File: config.mk
export PLATFORM = sky130hd
export DESIGN_NAME = lcd_display_ctrl_flat
export DESIGN_NICKNAME = d
export VERILOG_FILES = /design/src/rtl/lcd_display_ctrl_pkg.sv /design/src/rtl/lcd_display_ctrl_if.sv /design/src/rtl/lcd_display_ctrl_byte_writer.sv /design/src/rtl/lcd_display_ctrl.sv /design/src/flat_wrapper.sv
export SDC_FILE = /design/constraint.sdc
export NUM_CORES = 1
export LEC_CHECK = 0
export CORE_MARGIN = 3
export CORE_UTILIZATION = 45
export DETAILED_ROUTE_END_ITERATION = 12
export GPL_TIMING_DRIVEN = 0
export PLACE_DENSITY = 0.59
export SLEW_MARGIN = 10
export SYNTH_ARGS = -nofsm -noshare
export SYNTH_HDL_FRONTEND = slang
export SYNTH_HIERARCHICAL = 1
export SYNTH_SLANG_ARGS = --single-unit
File: constraint.sdc
create_clock -name clk -period 3.8 [get_ports clk]
set_input_delay 0.76 -clock clk [delete_from_list [all_inputs] [get_ports clk]]
set_output_delay 0.76 -clock clk [all_outputs]
set_load 0.02 [all_outputs]
File: src/rtl/lcd_display_ctrl_pkg.sv
// Shared constants, state encodings and byte-formatting helpers for the
// HD44780 character LCD sequencer.
package lcd_display_ctrl_pkg;

   localparam logic [7:0] CMD_FUNC_SET = 8'h38;
   localparam logic [7:0] CMD_DISP_ON  = 8'h0C;
   localparam logic [7:0] CMD_ENTRY    = 8'h06;
   localparam logic [7:0] CMD_CLEAR    = 8'h01;
   localparam logic [7:0] CMD_LINE1    = 8'h80;

   localparam logic [7:0] ASCII_R      = 8'h52;
   localparam logic [7:0] ASCII_SPACE  = 8'h20;
   localparam logic [7:0] ASCII_EQ     = 8'h3D;
   localparam logic [7:0] ASCII_PLUS   = 8'h2B;
   localparam logic [7:0] ASCII_MINUS  = 8'h2D;
   localparam logic [7:0] ASCII_ZERO   = 8'h30;

   localparam logic [3:0] INIT_LAST = 4'd3;
   localparam logic [3:0] LINE_LAST = 4'd12;
   localparam logic [3:0] CONV_LAST = 4'd15;

   typedef enum logic [2:0] {
      ST_PWR_WAIT = 3'd0,
      ST_INIT     = 3'd1,
      ST_IDLE     = 3'd2,
      ST_CONVERT  = 3'd3,
      ST_WRITE    = 3'd4,
      ST_CLEAR    = 3'd5,
      ST_DONE     = 3'd6
   } ctrl_state_e;

   typedef enum logic [1:0] {
      BW_IDLE  = 2'd0,
      BW_SETUP = 2'd1,
      BW_PULSE = 2'd2,
      BW_WAIT  = 2'd3
   } bw_phase_e;

   typedef struct packed {
      logic       rs;
      logic [7:0] data;
   } lcd_byte_t;

   // Double-dabble correction: every BCD digit of 5 or more gets +3 before the shift.
   function automatic logic [19:0] dabble_add3(input logic [19:0] bcd);
      logic [19:0] res;
      res = bcd;
      for (int i = 0; i < 5; i++) begin
         if (res[i*4 +: 4] >= 4'd5) res[i*4 +: 4] = res[i*4 +: 4] + 4'd3;
         else                       res[i*4 +: 4] = res[i*4 +: 4];
      end
      return res;
   endfunction

   function automatic logic [7:0] digit_char(input logic [3:0] d);
      return ASCII_ZERO + {4'h0, d};
   endfunction

   function automatic lcd_byte_t init_byte(input logic [3:0] idx);
      case (idx)
         4'd0:    return {1'b0, CMD_FUNC_SET};
         4'd1:    return {1'b0, CMD_DISP_ON};
         4'd2:    return {1'b0, CMD_ENTRY};
         default: return {1'b0, CMD_CLEAR};
      endcase
   endfunction

   // Byte idx of the line-1 write: address command, then "Rtu = sddddd".
   function automatic lcd_byte_t line_byte(input logic [3:0] idx, input logic [3:0] reg_idx,
                                           input logic neg, input logic [19:0] bcd);
      logic [3:0] tens;
      logic [3:0] units;
      tens  = (reg_idx >= 4'd10) ? 4'd1 : 4'd0;
      units = (reg_idx >= 4'd10) ? reg_idx - 4'd10 : reg_idx;
      case (idx)
         4'd0:    return {1'b0, CMD_LINE1};
         4'd1:    return {1'b1, ASCII_R};
         4'd2:    return {1'b1, digit_char(tens)};
         4'd3:    return {1'b1, digit_char(units)};
         4'd4:    return {1'b1, ASCII_SPACE};
         4'd5:    return {1'b1, ASCII_EQ};
         4'd6:    return {1'b1, ASCII_SPACE};
         4'd7:    return {1'b1, neg ? ASCII_MINUS : ASCII_PLUS};
         4'd8:    return {1'b1, digit_char(bcd[19:16])};
         4'd9:    return {1'b1, digit_char(bcd[15:12])};
         4'd10:   return {1'b1, digit_char(bcd[11:8])};
         4'd11:   return {1'b1, digit_char(bcd[7:4])};
         4'd12:   return {1'b1, digit_char(bcd[3:0])};
         default: return {1'b1, ASCII_SPACE};
      endcase
   endfunction

endpackage

File: src/rtl/lcd_display_ctrl_if.sv
// CPU-side request/acknowledge bundle of the LCD display controller.
interface lcd_display_ctrl_if;
   logic               disp_req;
   logic               disp_clr;
   logic [3:0]         disp_reg;
   logic signed [15:0] disp_value;
   logic               disp_ready;
   logic               disp_done;

   modport master (output disp_req, disp_clr, disp_reg, disp_value,
                   input  disp_ready, disp_done);
   modport slave  (input  disp_req, disp_clr, disp_reg, disp_value,
                   output disp_ready, disp_done);
endinterface

File: src/rtl/lcd_display_ctrl_byte_writer.sv
// Drives one LCD byte: setup with E low, E pulse, then the post-byte wait.
// A new start on the final wait cycle chains the next byte with no gap.
module lcd_byte_writer
   import lcd_display_ctrl_pkg::*;
#(
   parameter int T_SETUP = 2,
   parameter int T_PULSE = 25,
   parameter int T_CMD   = 2_500,
   parameter int T_CLEAR = 100_000,
   parameter int CNT_W   = 20
) (
   input  logic       clk,
   input  logic       reset,
   input  logic       start,
   input  logic [7:0] byte_val,
   input  logic       rs,
   input  logic       long_wait,
   output logic [7:0] lcd_data_bus,
   output logic       lcd_rs,
   output logic       lcd_e,
   output logic       busy,
   output logic       byte_done
);

   bw_phase_e        phase_r, phase_s;
   logic [CNT_W-1:0] cnt_r, cnt_s;
   logic [7:0]       data_r, data_s;
   logic             rs_r, rs_s, e_r, e_s, long_r, long_s, load_s;

   assign busy      = (phase_r != BW_IDLE);
   assign byte_done = (phase_r == BW_WAIT) && (cnt_r == '0);
   assign load_s    = start && (!busy || byte_done);

   // Next phase and countdown value
   always_comb begin
      phase_s = phase_r;
      cnt_s   = cnt_r;
      case (phase_r)
         BW_IDLE: begin
            if (load_s) begin phase_s = BW_SETUP; cnt_s = CNT_W'(T_SETUP - 1); end
            else        begin phase_s = BW_IDLE;  cnt_s = cnt_r; end
         end
         BW_SETUP: begin
            if (cnt_r == '0) begin phase_s = BW_PULSE; cnt_s = CNT_W'(T_PULSE - 1); end
            else             begin cnt_s = cnt_r - CNT_W'(1); end
         end
         BW_PULSE: begin
            if (cnt_r == '0) begin
               phase_s = BW_WAIT;
               cnt_s   = long_r ? CNT_W'(T_CLEAR - 1) : CNT_W'(T_CMD - 1);
            end else begin
               cnt_s = cnt_r - CNT_W'(1);
            end
         end
         BW_WAIT: begin
            if (cnt_r != '0) begin cnt_s = cnt_r - CNT_W'(1); end
            else if (load_s) begin phase_s = BW_SETUP; cnt_s = CNT_W'(T_SETUP - 1); end
            else             begin phase_s = BW_IDLE;  cnt_s = '0; end
         end
         default: begin phase_s = BW_IDLE; cnt_s = '0; end
      endcase
   end

   // Pin values for the next cycle; data and RS change only when a byte is loaded
   always_comb begin
      e_s = (phase_s == BW_PULSE);
      if (load_s) begin
         data_s = byte_val;
         rs_s   = rs;
         long_s = long_wait;
      end else begin
         data_s = data_r;
         rs_s   = rs_r;
         long_s = long_r;
      end
   end

   // Phase, counter and pin registers
   always_ff @(posedge clk) begin
      if (!reset) begin
         phase_r <= BW_IDLE;
         cnt_r   <= '0;
         data_r  <= 8'h00;
         rs_r    <= 1'b0;
         e_r     <= 1'b0;
         long_r  <= 1'b0;
      end else begin
         phase_r <= phase_s;
         cnt_r   <= cnt_s;
         data_r  <= data_s;
         rs_r    <= rs_s;
         e_r     <= e_s;
         long_r  <= long_s;
      end
   end

   assign lcd_data_bus = data_r;
   assign lcd_rs       = rs_r;
   assign lcd_e        = e_r;

endmodule

File: src/rtl/lcd_display_ctrl.sv
// HD44780 sequencer: power-on init, then per CPU request either a clear or a
// formatted "Rtu = sddddd" write of one register value to line 1.
module lcd_display_ctrl
   import lcd_display_ctrl_pkg::*;
#(
   parameter int T_POWER = 750_000,
   parameter int T_SETUP = 2,
   parameter int T_PULSE = 25,
   parameter int T_CMD   = 2_500,
   parameter int T_CLEAR = 100_000,
   parameter int CNT_W   = 20
) (
   input  logic                 clk,
   input  logic                 reset,
   lcd_display_ctrl_if.slave    bus,
   output logic [7:0]           lcd_data_bus,
   output logic                 lcd_rs,
   output logic                 lcd_rw,
   output logic                 lcd_e
);

   ctrl_state_e      state_r, state_s;
   logic [CNT_W-1:0] pwr_cnt_r;
   logic [3:0]       idx_r, conv_cnt_r, reg_r;
   logic             neg_r, ready_r, done_r, ready_s, done_s;
   logic [15:0]      bin_r, mag_s;
   logic [19:0]      bcd_r, bcd_adj_s;
   logic             accept_s, start_s, wr_go_s, wr_busy_s, wr_done_s, wr_long_s;
   lcd_byte_t        tx_s;

   assign accept_s  = ready_r && (bus.disp_req || bus.disp_clr);
   // 16-bit two's complement negate of -32768 gives 0x8000, i.e. 32768 read unsigned
   assign mag_s     = bus.disp_value[15] ? (16'd0 - bus.disp_value) : bus.disp_value;
   assign bcd_adj_s = dabble_add3(bcd_r);
   assign wr_go_s   = start_s && (!wr_busy_s || wr_done_s);

   // Next state and byte-start decisions
   always_comb begin
      state_s = state_r;
      start_s = 1'b0;
      case (state_r)
         ST_PWR_WAIT: begin
            if (pwr_cnt_r == CNT_W'(T_POWER - 1)) begin state_s = ST_INIT; start_s = 1'b1; end
            else                                  begin state_s = ST_PWR_WAIT; end
         end
         ST_INIT: begin
            if (wr_done_s && (idx_r == INIT_LAST)) state_s = ST_IDLE;
            else if (wr_done_s)                   start_s = 1'b1;
            else                                  state_s = ST_INIT;
         end
         ST_IDLE, ST_DONE: begin
            if (accept_s && bus.disp_clr) begin state_s = ST_CLEAR; start_s = 1'b1; end
            else if (accept_s)            begin state_s = ST_CONVERT; end
            else                          begin state_s = ST_IDLE; end
         end
         ST_CONVERT: begin
            if (conv_cnt_r == CONV_LAST) begin state_s = ST_WRITE; start_s = 1'b1; end
            else                         begin state_s = ST_CONVERT; end
         end
         ST_WRITE: begin
            if (wr_done_s && (idx_r == LINE_LAST)) state_s = ST_DONE;
            else if (wr_done_s)                   start_s = 1'b1;
            else                                  state_s = ST_WRITE;
         end
         ST_CLEAR: begin
            if (wr_done_s) state_s = ST_DONE;
            else           state_s = ST_CLEAR;
         end
         default: state_s = ST_PWR_WAIT;
      endcase
   end

   // Byte offered to the writer and next handshake outputs
   always_comb begin
      tx_s = init_byte(4'd0);
      case (state_r)
         ST_PWR_WAIT: tx_s = init_byte(4'd0);
         ST_INIT:     tx_s = init_byte(idx_r + 4'd1);
         ST_CONVERT:  tx_s = line_byte(4'd0, reg_r, neg_r, bcd_r);
         ST_WRITE:    tx_s = line_byte(idx_r + 4'd1, reg_r, neg_r, bcd_r);
         default:     tx_s = {1'b0, CMD_CLEAR};
      endcase
      wr_long_s = !tx_s.rs && (tx_s.data == CMD_CLEAR);
      ready_s   = (state_s == ST_IDLE) || (state_s == ST_DONE);
      done_s    = (state_s == ST_DONE);
   end

   // State, counters, request latch and BCD converter
   always_ff @(posedge clk) begin
      if (!reset) begin
         state_r    <= ST_PWR_WAIT;
         pwr_cnt_r  <= '0;
         idx_r      <= 4'd0;
         conv_cnt_r <= 4'd0;
         reg_r      <= 4'd0;
         neg_r      <= 1'b0;
         bin_r      <= 16'd0;
         bcd_r      <= 20'd0;
         ready_r    <= 1'b0;
         done_r     <= 1'b0;
      end else begin
         state_r <= state_s;
         ready_r <= ready_s;
         done_r  <= done_s;
         if (state_r == ST_PWR_WAIT) pwr_cnt_r <= pwr_cnt_r + CNT_W'(1);
         else                        pwr_cnt_r <= '0;
         if (start_s && ((state_r == ST_INIT) || (state_r == ST_WRITE))) idx_r <= idx_r + 4'd1;
         else if (start_s)                                            idx_r <= 4'd0;
         else                                                         idx_r <= idx_r;
         if (accept_s && !bus.disp_clr) begin
            reg_r      <= bus.disp_reg;
            neg_r      <= bus.disp_value[15];
            bin_r      <= mag_s;
            bcd_r      <= 20'd0;
            conv_cnt_r <= 4'd0;
         end else if (state_r == ST_CONVERT) begin
            bcd_r      <= (bcd_adj_s << 1) | {19'd0, bin_r[15]};
            bin_r      <= bin_r << 1;
            conv_cnt_r <= conv_cnt_r + 4'd1;
         end else begin
            bcd_r <= bcd_r;
         end
      end
   end

   lcd_byte_writer #(
      .T_SETUP (T_SETUP),
      .T_PULSE (T_PULSE),
      .T_CMD   (T_CMD),
      .T_CLEAR (T_CLEAR),
      .CNT_W   (CNT_W)
   ) u_writer (
      .clk          (clk),
      .reset        (reset),
      .start        (wr_go_s),
      .byte_val     (tx_s.data),
      .rs           (tx_s.rs),
      .long_wait    (wr_long_s),
      .lcd_data_bus (lcd_data_bus),
      .lcd_rs       (lcd_rs),
      .lcd_e        (lcd_e),
      .busy         (wr_busy_s),
      .byte_done    (wr_done_s)
   );

   assign bus.disp_ready = ready_r;
   assign bus.disp_done  = done_r;
   assign lcd_rw         = 1'b0;

endmodule

File: src/flat_wrapper.sv
// flat-port wrapper written by rule: the top's interface ports become plain ports
module lcd_display_ctrl_flat import lcd_display_ctrl_pkg::*;
#(
   parameter int T_POWER = 750_000,
   parameter int T_SETUP = 2,
   parameter int T_PULSE = 25,
   parameter int T_CMD   = 2_500,
   parameter int T_CLEAR = 100_000,
   parameter int CNT_W   = 20
)
  (clk, reset, lcd_data_bus, lcd_rs, lcd_rw, lcd_e, bus_disp_req, bus_disp_clr, bus_disp_reg, bus_disp_value, bus_disp_ready, bus_disp_done);
  lcd_display_ctrl_if bus_i ();
  input  logic clk;
  input  logic reset;
  output logic [7:0] lcd_data_bus;
  output logic lcd_rs;
  output logic lcd_rw;
  output logic lcd_e;
  input wire logic [$bits(bus_i.disp_req)-1:0] bus_disp_req;
  input wire logic [$bits(bus_i.disp_clr)-1:0] bus_disp_clr;
  input wire logic [$bits(bus_i.disp_reg)-1:0] bus_disp_reg;
  input wire logic [$bits(bus_i.disp_value)-1:0] bus_disp_value;
  output wire logic [$bits(bus_i.disp_ready)-1:0] bus_disp_ready;
  output wire logic [$bits(bus_i.disp_done)-1:0] bus_disp_done;
  assign bus_i.disp_req = bus_disp_req;
  assign bus_i.disp_clr = bus_disp_clr;
  assign bus_i.disp_reg = bus_disp_reg;
  assign bus_i.disp_value = bus_disp_value;
  assign bus_disp_ready = bus_i.disp_ready;
  assign bus_disp_done = bus_i.disp_done;
  lcd_display_ctrl #(.T_POWER(T_POWER), .T_SETUP(T_SETUP), .T_PULSE(T_PULSE), .T_CMD(T_CMD), .T_CLEAR(T_CLEAR), .CNT_W(CNT_W)) u_core (.clk(clk), .reset(reset), .bus(bus_i), .lcd_data_bus(lcd_data_bus), .lcd_rs(lcd_rs), .lcd_rw(lcd_rw), .lcd_e(lcd_e));
endmodule
== Yosys cells after proc, flatten, opt, wreduce, memory -nomap -nowiden ==
Index checks and enable logic that the tools add are counted.

* Register bits after elaboration: 107
* Bits of input ports: 24
* Output and inout port bits: 13
* Logic and storage cells: 143

* Add/subtract/negate cells: 18
* Magnitude comparators: 6
* Equal/unequal tests: 28
* Mux-type cells: 45
* Bitwise logic cells: 2
* Reductions and logical operators: 28

{| class="wikitable"
|+ Operators by type and width
! kind !! number
|-
| one-hot mux 9 bit (11 select lines) || 1
|-
| two-way mux 20 bit || 4
|-
| one-hot mux 20 bit (4 select lines) || 1
|-
| adder 6 x 4 -> 7 bit (first input constant) || 7
|-
| two-way mux 16 bit || 3
|-
| one-hot mux 9 bit (4 select lines) || 1
|-
| == test 4 bit (second input constant) || 7
|-
| two-way mux 4 bit || 7
|-
| two-way mux 3 bit || 8
|-
| adder 20 x 1 -> 20 bit (second input constant) || 1
|-
| == test 20 bit (second input constant) || 1
|-
| greater-or-equal comparator 4 x 3 -> 1 bit (second input constant) || 5
|-
| logical NOT 20 bit || 1
|-
| bitwise OR 20 x 1 -> 20 bit || 1
|-
| nonzero test 20 bit || 1
|-
| subtractor 20 x 1 -> 20 bit (second input constant) || 1
|-
| one-hot mux 3 bit (6 select lines) || 1
|-
| one-hot mux 6 bit (3 select lines) || 1
|-
| two-way mux 17 bit || 1
|-
| adder 4 x 2 -> 4 bit (second input constant) || 4
|-
| subtractor 1 x 16 -> 16 bit (first input constant) || 1
|-
| == test 3 bit (second input constant) || 4
|-
| == test 4 x 2 -> 1 bit (second input constant) || 3
|-
| two-way mux 1 bit || 11
|-
| 25 further kinds || 51
|}

== Longest topological paths before layout ==
Gate-level depths: netlist (run 1).

* Depth after elaboration: 11
* Gate-level depth with buffers: 14
* Gate-level depth less buffers: 13

== By module ==
Netlist (run 1), hierarchy kept.

{| class="wikitable"
|+ By module, submodules not included
! module !! times used !! cells each !! area each (µm²) !! sequential area each (µm²)
|-
| lcd_display_ctrl || 1 || 614 || 4670.7 || 1481.4
|-
| lcd_byte_writer || 1 || 231 || 1846.8 || 660.6
|}

== Worst setup path before layout (run 1) ==
OpenSTA, ideal clock, no wires.

* Path kind: register to register
* Start point: register u_core.u_writer.cnt_r[0]
* End point: register u_core.u_writer.data_r[0] (netlist: u_core/u_writer/lcd_data_bus[0])
* Library setup time: 119 ps
* Arrival: 2753 ps
* Data required time: 3681 ps
* Setup slack: 928 ps
* Cell stages (with the launch flop): 14
* Buffers on the path: 0
* Clock period less this slack: 2872 ps
* Path through: dfxtp_1 -> inv_1 -> ha_1 -> nor4b_2 -> nand3_2 -> nor3_1 -> nand3b_1 -> nand3_1 -> a21boi_0 -> inv_1 -> nor2_1 -> nand3_1 -> a21oi_1 -> nor2_1

* Longest elaborated chain between the ends: 7
* Elaborated cells on any way between the ends: 11
* Classes of those cells: mux: 4; reduce/logical: 7

{| class="wikitable"
|+ RTL lines
! what !! line !! text
|-
| start: declaration || lcd_display_ctrl_byte_writer.sv:26 || <nowiki>logic [CNT_W-1:0] cnt_r, cnt_s;</nowiki>
|-
| start signal: assignment || lcd_display_ctrl_byte_writer.sv:89 || <nowiki>cnt_r <= cnt_s;</nowiki>
|-
| logical NOT 20 bit (*) || lcd_display_ctrl_byte_writer.sv:31 || <nowiki>assign byte_done = (phase_r == BW_WAIT) && (cnt_r == '0);</nowiki>
|-
| logical AND 1 bit (*) || lcd_display_ctrl_byte_writer.sv:31 ||
|-
| via u_core.wr_done_s || lcd_display_ctrl.sv:28 || <nowiki>logic accept_s, start_s, wr_go_s, wr_busy_s, wr_done_s, wr_long_s;</nowiki>
|-
| two-way mux 1 bit, or another cell as far along || lcd_display_ctrl.sv:48, lcd_display_ctrl.sv:62 ||
|-
| two-way mux 1 bit (on tied branches) || lcd_display_ctrl.sv:61, lcd_display_ctrl.sv:47 ||
|-
| one-hot mux 1 bit (5 select lines) || lcd_display_ctrl.sv:41 || <nowiki>case (state_r)</nowiki>
|-
| logical AND 1 bit (*) || lcd_display_ctrl.sv:35 || <nowiki>assign wr_go_s = start_s && (!wr_busy_s || wr_done_s);</nowiki>
|-
| via u_core.wr_go_s || lcd_display_ctrl.sv:28 ||
|-
| logical AND 1 bit (*) || lcd_display_ctrl_byte_writer.sv:32 || <nowiki>assign load_s = start && (!busy || byte_done);</nowiki>
|-
| end signal: assignment || lcd_display_ctrl_byte_writer.sv:90 || <nowiki>data_r <= data_s;</nowiki>
|-
| end: declaration || lcd_display_ctrl_byte_writer.sv:27 || <nowiki>logic [7:0] data_r, data_s;</nowiki>
|}

Mark *: on every way through the listed nets, which the timed path passes. The rest lies on a longest branch.
A chain may end at the register's enable or synchronous reset.

== Worst setup path in the final report (run 1) ==
* Start point: register u_core.u_writer.cnt_r[0]
* End point: register u_core.u_writer.data_r[3] (netlist: u_core/u_writer/lcd_data_bus[3])

The elaborated chain is that of the path after synthesis.

==> results of run 1 <==
[logic make-up (layout without fill, tap and decap cells)]
group | after synthesis | in the layout | share of synthesized area (%)
adder cells (fa/ha/maj) | 21 | 21 | 4.031
flip-flops | 107 | 107 | 32.87
XOR/XNOR | 50 | 50 | 6.834
buffers and inverters | 78 | 129 | 4.838
AND/OR/NAND/NOR | 364 | 364 | 27.93
other | 1 | 1 | 0.05754
multiplexers | 8 | 8 | 1.574
AO/OA/AOI/OAI | 216 | 216 | 21.87
[path summary, 6_finish.rpt]
check	from	endpoint	cells past startpoint	slack (ns)
worst max-delay path	u_core/u_writer/cnt_r[0]	u_core/u_writer/lcd_data_bus[3]	14	0.38
worst min-delay path	u_core/pwr_cnt_r[0]	u_core/pwr_cnt_r[0]	1	0.44
worst max register to register	u_core/u_writer/cnt_r[0]	u_core/u_writer/lcd_data_bus[3]	14	0.38
worst min register to register	u_core/pwr_cnt_r[0]	u_core/pwr_cnt_r[0]	1	0.44
[critical path: cells and delay by family (launching register included)]
kind | cells | cell delay, ns
and+or+nand+nor | 8 | 1.85
buffers and inverters | 3 | 0.54
AOI/OAI and AO/OA | 2 | 0.48
DFF | 1 | 0.35
adders and majority gates | 1 | 0.15
[Yosys cell counts, drive strengths merged, types with 5 or more instances]
library cell / instances
and2: 11
nor3b: 5
mux2: 5
o211ai: 6
or3: 5
o31a: 6
a21boi: 7
dfxtp: 107
nor2: 78
nand2: 121
o211a: 5
xnor2: 25
or2: 6
nor3: 28
o21ai: 43
a311oi: 8
nand2b: 15
inv: 32
nand3b: 5
and3: 13
o21a: 8
o31ai: 19
a21oi: 68
a22oi: 6
buf: 11
nor4: 13
xor2: 25
ha: 21
nand3: 36
nand4: 10
a31oi: 8
a211oi: 6
clkbuf: 34
[routing by layer]
metal	vias to the layer above	share of wire (%)	track usage, %
met4	0	1.2	6.246
met5	-	0	0
li1	3105	-	-
met1	2941	48	29.40
met2	161	45	34.65
met3	18	4.9	3.874
[area by class of cell]
cell class / instances / area [um2] / area share, %
flip-flops and latches: 107 / 2142 / 28.89
clock inverters: 7 / 82.58 / 1.114
inverters: 33 / 123.9 / 1.671
plain buffers: 45 / 191.4 / 2.582
repair buffers: 35 / 350.3 / 4.725
multi-input cells: 660 / 4074 / 54.94
clock buffers: 9 / 225.2 / 3.037
well taps: 180 / 225.2 / 3.037
[state kept, by name (all words and copies together) (netlist names), 2 cells and up]
signal,cells
u_core/bin_r,16
u_core/reg_r,4
u_core/u_writer/lcd_data_bus,8
u_core/bcd_r,20
u_core/u_writer/phase_r,2
u_core/idx_r,4
u_core/conv_cnt_r,4
u_core/pwr_cnt_r,20
u_core/state_r,3
u_core/u_writer/cnt_r,20
[power by group through the flow]
stage / logic [mW] / registers (mW) / clock network, mW
2_1_floorplan: 0.111 / 1.16 / 0
3_3_place_gp: 0.172 / 1.16 / 0
3_5_place_dp: 0.174 / 1.16 / 0
4_1_cts: 0.174 / 1.13 / 0.981
5_1_grt: 0.194 / 1.14 / 1.02
6_report: 0.177 / 1.13 / 0.949
==> key figures, run 1 <==
Synthesis
  – Seq/Total Area, Yosys: 32.87%
  – Syn_nets: 890
  – Synth top area cells: dfxtp_1, nand2_1, a21oi_1
  – Yosys top cell by area: dfxtp_1
  – Syn. warnings: 6
  – Distinct cells, synth: 83
  – Post-synth design cell area: 0.006518 mm2
  – Primary FF master, synth: dfxtp_1
  – EDFF count, synth: 0
  – Post-Synthesis Cells: 845
  – Top cell type's share of synthesized area: 32.87%
  – Flops & latches, synth: 107
  – Syn_area_per_cell: 7.713 um2
  – Async S/R FF share, synth: 0%

Cells and area
  – Antenna fix cells: 0
  – Fin util: 52.80%
  – Post-layout instance area: 0.007415 mm2
  – Layout cells sized above 1: 6.585%
  – P&R area growth vs syn: 13.76%
  – Commonest non-fill, non-tap cell in the layout: nand2_1
  – Final Non-Filler Cells: 1076
  – Final #Nets: 936
  – Commonest non-fill, non-tap cells in the layout: nand2_1, dfxtp_1, nor2_1
  – FILL cells: 1335

Critical path
  – Crit end category: flip-flop
  – CP cell instances: inv_1 -> ha_1 -> nor4b_2 -> nand3_2 -> nor3_2 -> nand3b_1 -> nand3_1 -> a21boi_2 -> inv_1 -> nor2_1 -> and3_1 -> buf_2 -> o31ai_1 -> nor2_1
  – CP Class: reg -> reg
  – Slowest library cell on the worst path: a21boi_2
  – CP max stage delay: 0.37 ns
  – Worst Path Arrival: 3.72 ns
  – Crit-path max FO: 10
  – Critical path data required time: 4.10 ns
  – CP startpoint kind: flip-flop

GRT
  – Total gr overflow: 0
  – Largest net degree at the start of global routing: 22
  – First-pass GRT wire length: 28660 um
  – Total GRT Usage: 21.45%
  – Number of global-route vias before repair: 5878
  – Initial antenna violation count: 0

Place
  – Dpl cell area: 0.007093 mm2
  – Placer's final routability congestion estimate: 0.8807
  – Cell count after placement: 1060
  – Port Buf Inserts: 35
  – DP HPWL: 12670 um
  – Pre-CTS setup slack: -0.1652 ns

Floorplan
  – Die area: 0.01596 mm2
  – CORE AREA: 0.01404 mm2
  – Die Width: 126.3 um
  – Placement row count: 43
  – Starting Density: 46.41%
  – # IOs: 37
  – Die height: 126.3 um

Outcome
  – Outcome: complete, no violations

Route
  – Detailed-route via count: 6225
  – First-pass DRT Iterations: 4
  – Iteration-0 DRC count of the detailed router: 428
  – Final wirelength: 17190 um
  – Final ANT Viol Nets: 0
  – WL/cell: 15.97 um
  – Drt drc: 0
  – Vias per cell: 5.785

STA
  – WHS: 0.4432 ns
  – Final Cycle Share: 90.02%
  – Min cycle time layout: 3.421 ns
  – Setup violations, final: 0
  – Clock skew: 0.01015 ns
  – Post-route worst setup slack: 0.3794 ns
  – Fin Setup TNS: 0 ns
  – Rel. slew slack: 31.69%
  – Unrepaired setup endpoints after global routing: false
  – Highest clock rate: 0.2923 GHz
  – Fin. Hold Viols: 0
  – Slew Limit Fails: 0
  – Slew @ Worst Pin: 1.022 ns

CTS
  – TritonCTS clock tree: built
  – Clock sinks: 107
  – Root Driver: clkbuf_16
  – CTS H-tree lvls: 3
  – CTS max path bufs: 2
  – CTS clk-pin slew, worst paths: 0.07 ns
  – CTS Hold Bufs: 0
  – CTS Buf Count: 9
  – Setup Buffers After CTS: 0
  – Post_cts resized: 1
  – Clk Latency, worst-skew pair: 0.36 ns

Pwr
  – NetSw: 593.9 uW
  – Total Power: 2.261 mW
  – Switching Fraction: 26.26%
  – Max VDD drop: 0.2545 mV
  – Combinational share of power: 7.8%
  – Pleak: 2.730 nW
  – Internal: 1.667 mW
  – PD cells: 305.0 mW/mm2
  – Flop pwr share: 50.2%
  – Clock power frac: 42.0%

Worst hold path
  – Worst hold path class: reg -> reg

Flow run
  – Max-cap violations: 0
(Power assumes the default switching activity.)
==> run 2: changes to the inputs <==
--- a/config.mk
+++ b/config.mk
@@ -6,10 +6,11 @@
 export NUM_CORES = 1
 export LEC_CHECK = 0
 export CORE_MARGIN = 3
-export CORE_UTILIZATION = 45
+export CORE_UTILIZATION = 60
 export DETAILED_ROUTE_END_ITERATION = 12
+export DONT_BUFFER_PORTS = 1
 export GPL_TIMING_DRIVEN = 0
-export PLACE_DENSITY = 0.59
+export PLACE_DENSITY = 0.72
 export SLEW_MARGIN = 10
 export SYNTH_ARGS = -nofsm -noshare
 export SYNTH_HDL_FRONTEND = slang
==> run 2 against run 1 <==
Via count is 0.88% lower; sequential cell count unchanged; critical path depth fell by 1; critical path type unchanged; largest power group unchanged; highest routed layer unchanged.
==> key figures, run 2 (synthesis results as in run 1) <==
STA
  – Fin. Hold Viols: 0 (unchanged)
  – Clock skew: 0.01029 ns (+0.0001349 ns)
  – Min cycle time layout: 3.478 ns (+0.05725 ns)
  – Setup violations, final: 0 (unchanged)
  – Final Cycle Share: 91.52% (+1.5 points)
  – Slew @ Worst Pin: 0.9346 ns (-0.08785 ns)
  – Highest clock rate: 0.2875 GHz (-1.6%)
  – Rel. slew slack: 37.56% (+5.9 points)
  – Slew Limit Fails: 0 (unchanged)
  – Unrepaired setup endpoints after global routing: false

CTS
  – TritonCTS clock tree: built
  – CTS clk-pin slew, worst paths: 0.10 ns (+0.03 ns)
  – Clk Latency, worst-skew pair: 0.40 ns (+0.04 ns)
  – CTS Buf Count: 9 (unchanged)
  – Clock sinks: 107 (unchanged)
  – CTS H-tree lvls: 3 (unchanged)
  – Root Driver: clkbuf_8
  – CTS max path bufs: 2 (unchanged)

Place
  – Cell count after placement: 981 (-7.5%)
  – Placer's final routability congestion estimate: 0.9153 (+3.9%)
  – DP HPWL: 11780 um (-7.1%)
  – Dpl cell area: 0.006688 mm2 (-5.7%)
  – Port Buf Inserts: 0 (-100%)

Route
  – Detailed-route via count: 6170 (-0.88%)
  – Vias per cell: 6.189 (+7.0%)
  – Iteration-0 DRC count of the detailed router: 545 (+27%)
  – First-pass DRT Iterations: 5 (+1)
  – WL/cell: 16.06 um (+0.55%)
  – Final ANT Viol Nets: 0 (unchanged)
  – Drt drc: 0 (unchanged)
  – Final wirelength: 16020 um (-6.8%)

Pwr
  – Max VDD drop: 0.2712 mV (+6.6%)
  – Total Power: 1.930 mW (-15%)
  – Pleak: 2.542 nW (-6.9%)
  – PD cells: 280.9 mW/mm2 (-7.9%)

Cells and area
  – Commonest non-fill, non-tap cell in the layout: nand2_1
  – Layout cells sized above 1: 6.620% (+0.035 points)
  – FILL cells: 957 (-28%)
  – Final #Nets: 901 (-3.7%)
  – Fin util: 65.68% (+13 points)
  – Commonest non-fill, non-tap cells in the layout: nand2_1, dfxtp_1, nor2_1
  – P&R area growth vs syn: 5.433%
  – Post-layout instance area: 0.006872 mm2 (-7.3%)
  – Final Non-Filler Cells: 997 (-7.3%)
  – Antenna fix cells: 0 (unchanged)
  – Largest registers: u_core/bcd_r x20, u_core/pwr_cnt_r x20, u_core/u_writer/cnt_r x20

Critical path
  – CP cell instances: inv_1 -> ha_1 -> nor4b_2 -> nand3_2 -> nor3_2 -> nand3b_1 -> nand3_1 -> a21boi_2 -> inv_1 -> nor2_1 -> nand3_1 -> a21oi_1 -> nor2_1
  – Crit-path max FO: 10 (unchanged)
  – CP max stage delay: 0.38 ns (about the same)
  – CP Class: reg -> reg
  – Crit end category: flip-flop
  – Critical path data required time: 4.09 ns (about the same)
  – Slowest library cell on the worst path: nor4b_2
  – CP startpoint kind: flip-flop
  – Worst Path Arrival: 3.77 ns (+0.05 ns)

GRT
  – Initial antenna violation count: 0 (unchanged)
  – Largest net degree at the start of global routing: 19 (-14%)
  – Number of global-route vias before repair: 5808 (-1.2%)
  – Total GRT Usage: 27.78% (+6.3 points)
  – Total gr overflow: 0 (unchanged)
  – First-pass GRT wire length: 27010 um (-5.8%)

Worst hold path
  – Worst hold path class: reg -> reg

Outcome
  – Outcome: complete, no violations

Floorplan
  – Starting Density: 62.29% (+16 points)
  – Die area: 0.01215 mm2 (-24%)
  – # IOs: 37 (unchanged)
  – Placement row count: 37 (-14%)
  – CORE AREA: 0.01046 mm2 (-25%)
  – Die Width: 110.2 um (-13%)
  – Die height: 110.2 um (-13%)

Flow run
  – Max-cap violations: 0 (unchanged)
run 2: routing by layer:
| metal | vias up | wire length (um) | part of all wire (%) | global-route usage (%) |
|---|---|---|---|---|
| li1 | 3019 | - | - | - |
| met1 | 2897 | 7298 | 46 | 37.35 |
| met2 | 238 | 7262 | 45 | 44.19 |
| met3 | 16 | 1293 | 8.1 | 7.455 |
| met4 | 0 | 160 | 1.0 | 7.388 |
| met5 | - | 0 | 0 | 0 |
run 2: layout make-up:
cell class	instances	area [um2]	area share, %
Buffer	45	191.4	2.786
Clock buffer	10	127.6	1.857
Clock inverter	6	47.55	0.6919
Inverter	33	123.9	1.803
Multi-Input combinational cell	660	4069	59.21
Sequential cell	107	2142	31.17
Tap cell	136	170.2	2.476
run 2: path summary, 6_finish.rpt:
kind / start / end / slack, ns / cells after the start
setup / recovery: u_core/u_writer/cnt_r[0] / u_core/u_writer/lcd_data_bus[4] / 0.32 / 13
hold / removal: u_core/pwr_cnt_r[0] / u_core/pwr_cnt_r[0] / 0.46 / 1
setup reg to reg: u_core/u_writer/cnt_r[0] / u_core/u_writer/lcd_data_bus[4] / 0.32 / 13
hold reg to reg: u_core/pwr_cnt_r[0] / u_core/pwr_cnt_r[0] / 0.46 / 1
run 2: timing repair:
action,4_1_cts,5_1_grt
setup endpoints to repair,15,21
gates cloned,0,0
hold buffers,0,0
gates resized for setup,1,2
pin swaps,0,0
setup buffers,0,0
run 2: report_power, final:
group          switching, mW  internal [mW]
logic                 0.0934         0.0508
registers            0.00780           1.13
clock network          0.405          0.245
total                  0.506           1.42
run 2: through the flow:
| stage | setup TNS (ns) | worst slack, ns | hold slack (ns) |
|---|---|---|---|
| 2_1_floorplan | 0 | 0.9277 | 0.4130 |
| 3_5_place_dp | -1.243 | -0.1499 | 0.4451 |
| 5_1_grt | 0 | 0.01158 | 0.4866 |
| 3_3_place_gp | -0.4441 | -0.06052 | 0.4236 |
| 6_report | 0 | 0.3221 | 0.4584 |
| 4_1_cts | 0 | 0.02840 | 0.4621 |
run 2: worst max-delay path, delay by kind of cell (launching register included):
family / cells / cell delay [ns]
DFF: 1 / 0.35
adders and majority gates: 1 / 0.15
buffers and inverters: 2 / 0.33
AOI/OAI and AO/OA: 2 / 0.62
and+or+nand+nor: 8 / 1.91
==> run 3: changes to the inputs <==
--- a/config.mk
+++ b/config.mk
@@ -6,11 +6,11 @@
 export NUM_CORES = 1
 export LEC_CHECK = 0
 export CORE_MARGIN = 3
-export CORE_UTILIZATION = 60
+export CORE_UTILIZATION = 40
 export DETAILED_ROUTE_END_ITERATION = 12
 export DONT_BUFFER_PORTS = 1
 export GPL_TIMING_DRIVEN = 0
-export PLACE_DENSITY = 0.72
+export PLACE_DENSITY = 0.5
 export SLEW_MARGIN = 10
 export SYNTH_ARGS = -nofsm -noshare
 export SYNTH_HDL_FRONTEND = slang
==> run 3 against run 2 <==
Clock power grew 51%; sequential cell count did not move; core utilization fell by 21 points; power increased by 17%; final area is 3.5% higher; via count is 2.4% lower; sequential power about the same.
==> key figures, run 3 (synthesis results as in run 1) <==
Cells and area
  – Layout cells sized above 1: 6.736% (+0.12 points)
  – Post-layout instance area: 0.007114 mm2 (+3.5%)
  – Antenna fix cells: 0 (unchanged)
  – Largest registers: u_core/bcd_r x20, u_core/pwr_cnt_r x20, u_core/u_writer/cnt_r x20
  – Fin util: 44.62% (-21 points)
  – Final Non-Filler Cells: 1077 (+8.0%)
  – P&R area growth vs syn: 9.157%
  – Commonest non-fill, non-tap cell in the layout: nand2_1
  – Final #Nets: 901 (unchanged)
  – Commonest non-fill, non-tap cells in the layout: nand2_1, dfxtp_1, nor2_1

Outcome
  – Outcome: complete, no violations

CTS
  – Clk Latency, worst-skew pair: 0.35 ns (-0.05 ns)
  – CTS clk-pin slew, worst paths: 0.07 ns (-0.03 ns)
  – CTS Buf Count: 9 (unchanged)
  – CTS Hold Bufs: 0 (unchanged)
  – CTS H-tree lvls: 3 (unchanged)
  – Setup Buffers After CTS: 0 (unchanged)
  – Root Driver: clkbuf_16
  – Clock sinks: 107 (unchanged)
  – CTS max path bufs: 2 (unchanged)
  – TritonCTS clock tree: built

Critical path
  – Crit-path max FO: 10 (unchanged)
  – Critical path data required time: 4.05 ns (-0.04 ns)
  – CP max stage delay: 0.38 ns (about the same)
  – CP Class: reg -> reg
  – Slowest library cell on the worst path: nor3_2
  – Crit end category: flip-flop
  – CP startpoint kind: flip-flop
  – Worst Path Arrival: 3.59 ns (-0.18 ns)
  – CP cell instances: inv_1 -> ha_1 -> nor4b_2 -> nand3_2 -> nor3_2 -> nand3b_1 -> nand3_1 -> a21boi_4 -> inv_1 -> nor2_1 -> nand3_1 -> a21oi_1 -> nor2_1

STA
  – Slew Limit Fails: 0 (unchanged)
  – Post-route worst setup slack: 0.4604 ns (+0.1383 ns)
  – WHS: 0.4500 ns (-0.008396 ns)
  – Rel. slew slack: 33.09% (-4.5 points)
  – Clock skew: 0.008294 ns (-0.001992 ns)
  – Fin Setup TNS: 0 ns (unchanged)
  – Setup violations, final: 0 (unchanged)
  – Highest clock rate: 0.2994 GHz (+4.1%)
  – Slew @ Worst Pin: 1.001 ns (+0.06684 ns)
  – Min cycle time layout: 3.340 ns (-0.1383 ns)
  – Unrepaired setup endpoints after global routing: false
  – Fin. Hold Viols: 0 (unchanged)
  – Final Cycle Share: 87.88% (-3.6 points)

Route
  – Detailed-route via count: 6020 (-2.4%)
  – Vias per cell: 5.590 (-9.7%)
  – First-pass DRT Iterations: 5 (unchanged)
  – Iteration-0 DRC count of the detailed router: 397 (-27%)
  – WL/cell: 16.12 um (+0.33%)
  – Final wirelength: 17360 um (+8.4%)
  – Drt drc: 0 (unchanged)
  – Final ANT Viol Nets: 0 (unchanged)

Pwr
  – Total Power: 2.262 mW (+17%)
  – Pleak: 2.596 nW (+2.1%)
  – Max VDD drop: 0.1933 mV (-29%)
  – PD cells: 318.0 mW/mm2 (+13%)

GRT
  – Total gr overflow: 0 (unchanged)
  – First-pass GRT wire length: 29150 um (+7.9%)
  – Largest net degree at the start of global routing: 20 (+1)
  – Total GRT Usage: 19.77% (-8.0 points)
  – Number of global-route vias before repair: 5721 (-1.5%)
  – Initial antenna violation count: 0 (unchanged)

Floorplan
  – Die Width: 133.6 um (+21%)
  – # IOs: 37 (unchanged)
  – CORE AREA: 0.01594 mm2 (+52%)
  – Die area: 0.01786 mm2 (+47%)
  – Die height: 133.6 um (+21%)
  – Starting Density: 40.88% (-21 points)
  – Placement row count: 46 (+24%)

Place
  – DP HPWL: 12910 um (+9.7%)
  – Dpl cell area: 0.006788 mm2 (+1.5%)
  – Cell count after placement: 1061 (+8.2%)
  – Port Buf Inserts: 0 (unchanged)
  – Placer's final routability congestion estimate: 0.8484 (-7.3%)
  – Pre-CTS setup slack: -0.3209 ns (-0.1710 ns)

Flow run
  – Max-cap violations: 0 (unchanged)

Worst hold path
  – Worst hold path class: reg -> reg
## run 3: cell type report
cell class | count | area (um2)
Inverter | 33 | 123.9
Tap cell | 216 | 270.3
Sequential cell | 107 | 2142
Clock buffer | 9 | 225.2
Multi-Input combinational cell | 660 | 4076
Fill cell | 1654 | 8828
Buffer | 45 | 191.4
Clock inverter | 7 | 85.08
## run 3: layer usage
| layer | share of wire [%] | track usage (%) | vias to the layer above | wire length (um) |
|---|---|---|---|---|
| met5 | 0 | 0 | - | 0 |
| met4 | 1.2 | 4.971 | 0 | 209 |
| met3 | 4.7 | 3.776 | 19 | 818 |
| met2 | 44 | 31.24 | 157 | 7695 |
| met1 | 50 | 27.88 | 2819 | 8633 |
| li1 | - | - | 3025 | - |
## run 3: power by group
part,leakage [nW],switching (mW),internal [mW]
Combinational,1.59,0.0944,0.0509
Sequential,0.862,0.00806,1.13
Clock,0.146,0.458,0.523
Total,2.60,0.561,1.70
## run 3: repair_timing
item                                    CTS  global route
pin swaps                                 0             0
resized for setup                         2             2
endpoints found under the setup margin   18            10
cloned                                    0             0
## run 3: worst paths after layout
check | from | end | slack (ns) | cells after the start
max | u_core/u_writer/cnt_r[0] | u_core/u_writer/lcd_data_bus[6] | 0.46 | 13
min | u_core/pwr_cnt_r[0] | u_core/pwr_cnt_r[0] | 0.45 | 1
max reg2reg | u_core/u_writer/cnt_r[0] | u_core/u_writer/lcd_data_bus[6] | 0.46 | 13
min reg2reg | u_core/pwr_cnt_r[0] | u_core/pwr_cnt_r[0] | 0.45 | 1
## run 3: worst max-delay path: cells and delay by family (launching register included)
family                   cells  cell delay (ns)
AO/OA/AOI/OAI                2             0.60
buffers and inverters        2             0.30
adder cells (fa/ha/maj)      1             0.14
flip-flops                   1             0.35
AND/OR/NAND/NOR              8             1.83
